<file path="src/rtl/write_back_phase.sv">
// rtl/write_back_phase.sv - write-back stage: register file, load tracking, bypass, load-use stall
module write_back_phase #(
    parameter int REG_N        = 17,
    parameter int REG_W        = 64,
    parameter int EFL_ADDR     = 16,
    parameter int RCX_ADDR     = 1,
    parameter int LOAD_LATENCY = 1
) (
    input  logic             clk,
    input  logic             rstn,
    input  logic             wb_valid,
    input  logic             wb_is_load,
    input  logic [4:0]       wb_dst,
    input  logic [1:0]       wb_bmd,
    input  logic [REG_W-1:0] wb_data,
    input  logic [2:0]       wb_ld_offset,
    input  logic [REG_W-1:0] ld_data,
    input  logic             eflags_update,
    input  logic [REG_W-1:0] eflags_in,
    input  logic             rd_en_s,
    input  logic [4:0]       rd_addr_s,
    input  logic             rd_en_t,
    input  logic [4:0]       rd_addr_t,
    output logic [REG_W-1:0] rd_data_s,
    output logic [REG_W-1:0] rd_data_t,
    output logic [REG_W-1:0] efl_out,
    output logic [REG_W-1:0] rcx_out,
    output logic             stall
);

    localparam int LR = LOAD_LATENCY - 1;

    logic [REG_W-1:0] regs [REG_N];

    logic             q_vld [LOAD_LATENCY];
    logic [4:0]       q_dst [LOAD_LATENCY];
    logic [1:0]       q_bmd [LOAD_LATENCY];
    logic [2:0]       q_off [LOAD_LATENCY];

    logic             alu_we;
    logic             ld_we;
    logic [4:0]       ld_dst;
    logic [REG_W-1:0] alu_old;
    logic [REG_W-1:0] ld_old;
    logic [REG_W-1:0] alu_val;
    logic [REG_W-1:0] ld_val;
    logic [REG_W-1:0] ld_aligned;
    logic             stall_v;

    function automatic logic in_range(input logic [4:0] a);
        return int'(a) < REG_N;
    endfunction

    function automatic logic [REG_W-1:0] merge(input logic [REG_W-1:0] old_v,
                                               input logic [REG_W-1:0] v,
                                               input logic [1:0]       bmd);
        case (bmd)
            2'd0:    return {old_v[REG_W-1:8], v[7:0]};
            2'd1:    return {{(REG_W-32){1'b0}}, v[31:0]};
            default: return v;
        endcase
    endfunction

    // Youngest writer wins: ALU commit, then returning load, then EFLAGS update.
    function automatic logic [REG_W-1:0] src_read(input logic en, input logic [4:0] a);
        if (!en)                                               return '0;
        if (alu_we && a == wb_dst)                             return alu_val;
        if (ld_we && a == ld_dst)                              return ld_val;
        if (rstn && eflags_update && int'(a) == EFL_ADDR)      return eflags_in;
        if (in_range(a))                                       return regs[a];
        return '0;
    endfunction

    assign ld_dst     = q_dst[LR];
    assign alu_we     = rstn & wb_valid & ~wb_is_load & in_range(wb_dst);
    assign ld_we      = rstn & q_vld[LR] & in_range(ld_dst);
    assign alu_old    = in_range(wb_dst) ? regs[wb_dst] : '0;
    assign ld_old     = in_range(ld_dst) ? regs[ld_dst] : '0;
    assign ld_aligned = ld_data >> {q_off[LR], 3'b000};
    assign alu_val    = merge(alu_old, wb_data, wb_bmd);
    assign ld_val     = merge(ld_old, ld_aligned, q_bmd[LR]);

    always_comb begin
        rd_data_s = src_read(rd_en_s, rd_addr_s);
        rd_data_t = src_read(rd_en_t, rd_addr_t);
    end

    // The returning entry is bypassed, so only younger in-flight loads stall.
    always_comb begin
        stall_v = 1'b0;
        if (wb_valid && wb_is_load && in_range(wb_dst)) begin
            if (rd_en_s && rd_addr_s == wb_dst) stall_v = 1'b1;
            if (rd_en_t && rd_addr_t == wb_dst) stall_v = 1'b1;
        end
        for (int i = 0; i < LOAD_LATENCY - 1; i++) begin
            if (q_vld[i] && in_range(q_dst[i])) begin
                if (rd_en_s && rd_addr_s == q_dst[i]) stall_v = 1'b1;
                if (rd_en_t && rd_addr_t == q_dst[i]) stall_v = 1'b1;
            end
        end
        stall = rstn & stall_v;
    end

    always_ff @(posedge clk) begin
        if (!rstn) begin
            for (int i = 0; i < REG_N; i++) regs[i] <= '0;
        end else begin
            for (int i = 0; i < REG_N; i++) begin
                if (alu_we && int'(wb_dst) == i)              regs[i] <= alu_val;
                else if (ld_we && int'(ld_dst) == i)          regs[i] <= ld_val;
                else if (eflags_update && i == EFL_ADDR)      regs[i] <= eflags_in;
            end
        end
    end

    always_ff @(posedge clk) begin
        if (!rstn) begin
            for (int i = 0; i < LOAD_LATENCY; i++) begin
                q_vld[i] <= 1'b0;
                q_dst[i] <= '0;
                q_bmd[i] <= '0;
                q_off[i] <= '0;
            end
        end else begin
            q_vld[0] <= wb_valid & wb_is_load;
            q_dst[0] <= wb_dst;
            q_bmd[0] <= wb_bmd;
            q_off[0] <= wb_ld_offset;
            for (int i = 1; i < LOAD_LATENCY; i++) begin
                q_vld[i] <= q_vld[i-1];
                q_dst[i] <= q_dst[i-1];
                q_bmd[i] <= q_bmd[i-1];
                q_off[i] <= q_off[i-1];
            end
        end
    end

    assign efl_out = regs[EFL_ADDR];
    assign rcx_out = regs[RCX_ADDR];

endmodule

</file>
<file path="config.mk">
export PLATFORM = sky130hd
export DESIGN_NAME = write_back_phase
export DESIGN_NICKNAME = d
export VERILOG_FILES = /design/src/rtl/write_back_phase.sv
export SDC_FILE = /design/constraint.sdc
export NUM_CORES = 2
export LEC_CHECK = 0
export BUFFER_PORTS_ARGS = -buffer_cell sky130_fd_sc_hd__buf_4
export CELL_PAD_IN_SITES_DETAIL_PLACEMENT = 1
export CELL_PAD_IN_SITES_GLOBAL_PLACEMENT = 2
export CORE_UTILIZATION = 43
export DETAILED_ROUTE_END_ITERATION = 10
export PLACE_DENSITY_LB_ADDON = 0.1
export SLEW_MARGIN = 25
export SYNTH_ARGS = -nofsm -noshare
export SYNTH_HDL_FRONTEND = slang
export SYNTH_SLANG_ARGS = --single-unit
</file>
<file path="constraint.sdc">
create_clock -name clk -period 7 [get_ports clk]
set_input_delay 0.7 -clock clk [delete_from_list [all_inputs] [get_ports clk]]
set_output_delay 0.7 -clock clk [all_outputs]
set_load 0.05 [all_outputs]
</file>
Word-level counts from Yosys, hierarchy flattened
Memory sizes are Yosys's and may differ from the RTL's.
Cells that the tools add are included.
W data, S select, Z words.
{ "word_totals": {"elab_cells": 370, "inputBits": 219, "out_inout_bits": 257, "reg_bits": 0, "ram_bits": 1099, "mem_count": 5} }
{ "memory_table": {"columns": ["name", "words", "word_bits", "read_ports", "rd_ports_with_merged_regs", "wr", "line_no", "rtl"], "rows": [
  ["regs", 17, 64, 6, 0, 17, "33", "logic [REG_W-1:0] regs [REG_N];"],
  ["q_dst", 1, 5, 1, 0, 1, "36", "logic [4:0] q_dst [LOAD_LATENCY];"],
  ["q_off", 1, 3, 1, 0, 1, "38", "logic [2:0] q_off [LOAD_LATENCY];"],
  ["q_bmd", 1, 2, 1, 0, 1, "37", "logic [1:0] q_bmd [LOAD_LATENCY];"],
  ["q_vld", 1, 1, 1, 0, 1, "35", "logic q_vld [LOAD_LATENCY];"]
]} }
{ "classes": {"reduce_logical": 53, "bitwise": 43, "eq_ne": 40, "n_lt_le_gt_ge": 4, "n_mux": 224, "shifts": 1} }
{ "op_table": {"columns": ["op", "count"], "rows": [
  ["$mux W64", 57],
  ["$pmux W64 S2", 2],
  ["$mux W1", 162],
  ["$eq A5 B5 Y1 const B", 20],
  ["$shr A64 B6 Y64", 1],
  ["$logic_and A1 B1 Y1", 45],
  ["$eq A5 B4 Y1 const B", 8],
  ["$or A1 B1 Y1", 35],
  ["$eq A5 B3 Y1 const B", 4],
  ["$eq A5 B5 Y1", 4],
  ["$lt A5 B5 Y1 const B", 4],
  ["$eq A5 B2 Y1 const B", 2],
  ["$logic_not A5 Y1", 2],
  ["$and A1 B1 Y1", 7],
  ["$mux W5", 1],
  ["$reduce_or A5 Y1", 1],
  ["$eq A2 B1 Y1 const B", 2],
  ["$logic_not A2 Y1", 2],
  ["$mux W3", 1],
  ["$reduce_or A3 Y1", 1],
  ["$mux W2", 1],
  ["$reduce_or A2 Y1", 1],
  ["$not A1 Y1", 1],
  ["$reduce_or A1 Y1", 1]
]} }

Longest topological paths before layout
{ "logic_depth": {"depth_word": 20, "depth_mapped": 12, "mapped_depth_nobuf": 6} }

Worst setup path before layout
No wires, ideal clock.
{ "synth_path": {"path_kind": "input to register", "from": "input port wb_dst[2]", "to": "memory regs[15][0], enable pin", "setup_time_ps": 503, "arrival_ps": 4542, "stages": 6, "path_slack_ps": 1955, "cell_sequence": "buf_4 > buf_6 > buf_4 > buf_2 > nand3_1 > o211ai_1"} }
{ "synth_lines": {"columns": ["element", "line_no", "rtl"], "rows": [
  ["start, declared", "13", "input logic [4:0] wb_dst,"],
  ["end, declared", "33", null]
]} }

Final worst setup path
{ "layout_path": {"from": "memory q_dst[0][1]", "to": "output port rd_data_s[61]"} }
{ "layout_via": {"elab_chain_cells": 12} }
{ "layout_lines": {"columns": ["element", "line_no", "rtl"], "rows": [
  ["start, declared", "36", null],
  ["$mem_v2 Z1 W5 *", null, null],
  ["$mem_v2 Z17 W64 or $lt A5 B5 Y1 (tied branches)", null, null],
  ["$mux W64 or $and A1 B1 Y1 (tied branches)", "78, 76", null],
  ["$pmux W64 S2 or $logic_and A1 B1 Y1 (tied branches)", "57, 68", null],
  ["$mux W64", "68", "if (ld_we && a == ld_dst) return ld_val;"],
  ["$mux W64", "69", "if (rstn && eflags_update && int'(a) == EFL_ADDR) return eflags_in;"],
  ["$mux W64", "70", "if (in_range(a)) return regs[a];"],
  ["$mux W64", "71", "return '0;"],
  ["$mux W64", "70", null],
  ["$mux W64 *", "69", null],
  ["$mux W64 *", "68", null],
  ["$mux W64 *", "67", "if (alu_we && a == wb_dst) return alu_val;"],
  ["end, declared", "24", "output logic [REG_W-1:0] rd_data_s,"]
]} }
Mark *: on every way between the ends. The rest lies on a longest branch, timed or not. The select of a mux whose other input is x is not followed.

==> results.ini <==
[grt]
antenna_found_initial = 44
gr-total-overflow = 0
grt_pass1_vias = 81280
grt_pass1_wl_um = 662500
grt_max_degree = 110
grt_use_total_pct = 43.75

[sta]
finalHoldViolCount = 0
fin_crit_ns = 6.164
finalClockSkew_ns = 0.03016
slew_viol_final = 0
worst_slack_ns = 0.8359
max_freq_ghz = 0.1622
rsz0062_at_grt = false
fin_setup_tns_ns = 0
worst_pin_slew_ns = 1.264
finalCritPeriodShare_pct = 88.06
slew_headroom_pct = 15.75
finalSetupViolations = 0

[synthesis]
synth-seq-area-share_pct = 36.09
synthCells = 7977
yosys_register_bits = 1099
synth_ff_type = edfxtp_1
synth_nets = 8196
synthTopCellsByArea = edfxtp_1 (36%), mux4_2 (15%), mux2i_1 (8.4%)
synth_area_per_cell_um2 = 11.43
synth_edf_count = 1088
ys_types = 92
synthDominantCellAreaShare_pct = 35.85
yosysTopAreaCell = edfxtp_1
yosys_warnings = 0
async_flop_share_pct = 0
synth_area_um2 = 91140

[routing]
drt_drc_violations_left = 0
wirelength_um = 484000
drt_iter0_drc = 13180
wl_per_cell_um = 44.82
vias_per_cell = 7.804
num_vias = 84260
drt-pass1-iter-count = 9
ant_nets = 0

[worst_setup_path]
critical_path.max_fanout = 50
startpoint_type = flop
cp.arrival_ns = 5.46
crit_required_ns = 6.30
worst_setup_path_end_kind = output pin
crit_type = reg2out

[die]
core.rowCount = 168
core_area_um2 = 210000
die_y_um = 462.4
die_w_um = 462.4
io_pins = 476
start_util_pct = 43.40
dieArea_um2 = 213800

[finish]
nNetsFinal = 8068
drive_above_1_share_pct = 31.31
final_common_cell = nor2_1
syn2layout_area_growth_pct = 10.57
mostFrequentLayoutCells = nor2_1 (1,127), edfxtp_1 (1,088), mux2i_1 (766)

[clock_tree]
clock-sinks = 1099
cts-resized-gates = 0
cts-hold-fix-buffers = 0
numCtsBuffers = 144
cts_tree = built
root_buffer = clkbuf_16
htree_levels = 4
path_clk_slew_ns = 0.06
clock_tree.buffer_depth = 3
cts_setup_buffers = 0
clk_latency_ns = 0.83

[job]
maxCapViolations = 0

[placement]
gp_congestion = 0.9485
dp_hpwl_um = 294900
dpl_worst_slack_ns = 1.894
io_buffers = 475

[hold_path]
worstHoldPathType = in2reg

[pwr]
power_density_nw_per_um2 = 208.0
vdd_drop_max_mv = 0.2760
p_leak_nw = 33.92

[run_status]
status = finished clean

==> metal layers <==
layer  up-vias  share of wire, %  GRT usage (%)
met5         -             0.046              0
met2      6854                42          63.47
met4        30               7.4          28.01
met1     43750                37          56.23
met3      1771                13          13.85
li1      31860                 -              -
==> sequential cells by signal, indices dropped and copies added (netlist names) <==
signal	cells
q_bmd	2
regs	1088
q_off	3
q_vld	1
q_dst	5
==> final cells by class <==
cell class | count | area (um^2)
flip-flops and latches | 1099 | 32910
well taps | 2805 | 3510
repair buffers | 796 | 6659
fillers | 21610 | 109200
inverters | 17 | 66.31
clock inverters | 81 | 728.2
diodes | 30 | 75.07
multi-input cells | 5791 | 53000
clock buffers | 178 | 3825
==> stage by stage <==
step	util, %	hold slack, ns	cell area (um^2)	power, mW	std cells
final	47.99	0.08376	100800	20.96	10800
after global routing	47.96	0.08287	100700	21.27	10770
after CTS	47.93	0.05021	100600	20.74	10760
after detailed placement	45.76	0.9117	96090	13.33	10510
after global placement	45.67	0.9181	95910	13.20	10500
after floorplan	-	0.8273	91140	11.50	7977
==> worst paths after layout <==
check | start | endpoint | slack [ns] | depth (start not counted)
hold reg to reg | regs[16][46] | regs[16][46] | 1.08 | 3
setup reg to reg | q_dst[0][1] | regs[16][60] | 1.97 | 9
hold / removal | wb_ld_offset[1] | q_off[0][1] | 0.08 | 2
setup / recovery | q_dst[0][1] | rd_data_s[61] | 0.84 | 9
==> power by group <==
group          internal, mW  switching [mW]
clock                  4.25            3.29
combinational          1.76            3.51
sequential             7.67           0.468
total                  13.7            7.27
==> Yosys cell counts (all sizes together) (39+ instances only) <==
library cell and count:
clkbuf 482, o22ai 170, a221oi 103, o221ai 122
nand2 256, buf 588, a221o 41, and3 39
o211ai 83, edfxtp 1088, and2 56, nand3 72
mux2i 769, mux4 628, mux2 141, o21ai 232
a211oi 1091, nand2b 70, nor2 1148, a21oi 210
a22oi 235
==> kinds of logic (layout without fill, tap and decap cells) <==
group	after synthesis	after routing	synth area share (%)
AO/OA/AOI/OAI	2461	2461	22.95
XOR/XNOR	20	20	0.1922
buffers and inverters	1087	1072	6.560
flip-flops	1099	1099	36.09
multiplexers	1538	1538	25.72
other	0	30	0
AND/OR/NAND/NOR	1772	1772	8.490
==> worst max-delay path: stages, from the launching register on <==
cell,delay [ns]
dfxtp_4,1.03
buf_4,0.84
nor2_1,0.30
buf_4,0.30
a22oi_1,0.19
nand3_1,0.09
and3_1,0.57
o22a_1,0.37
a21oi_1,0.53
buf_4,0.31
Note: power is estimated with default switching activity, not from simulation.
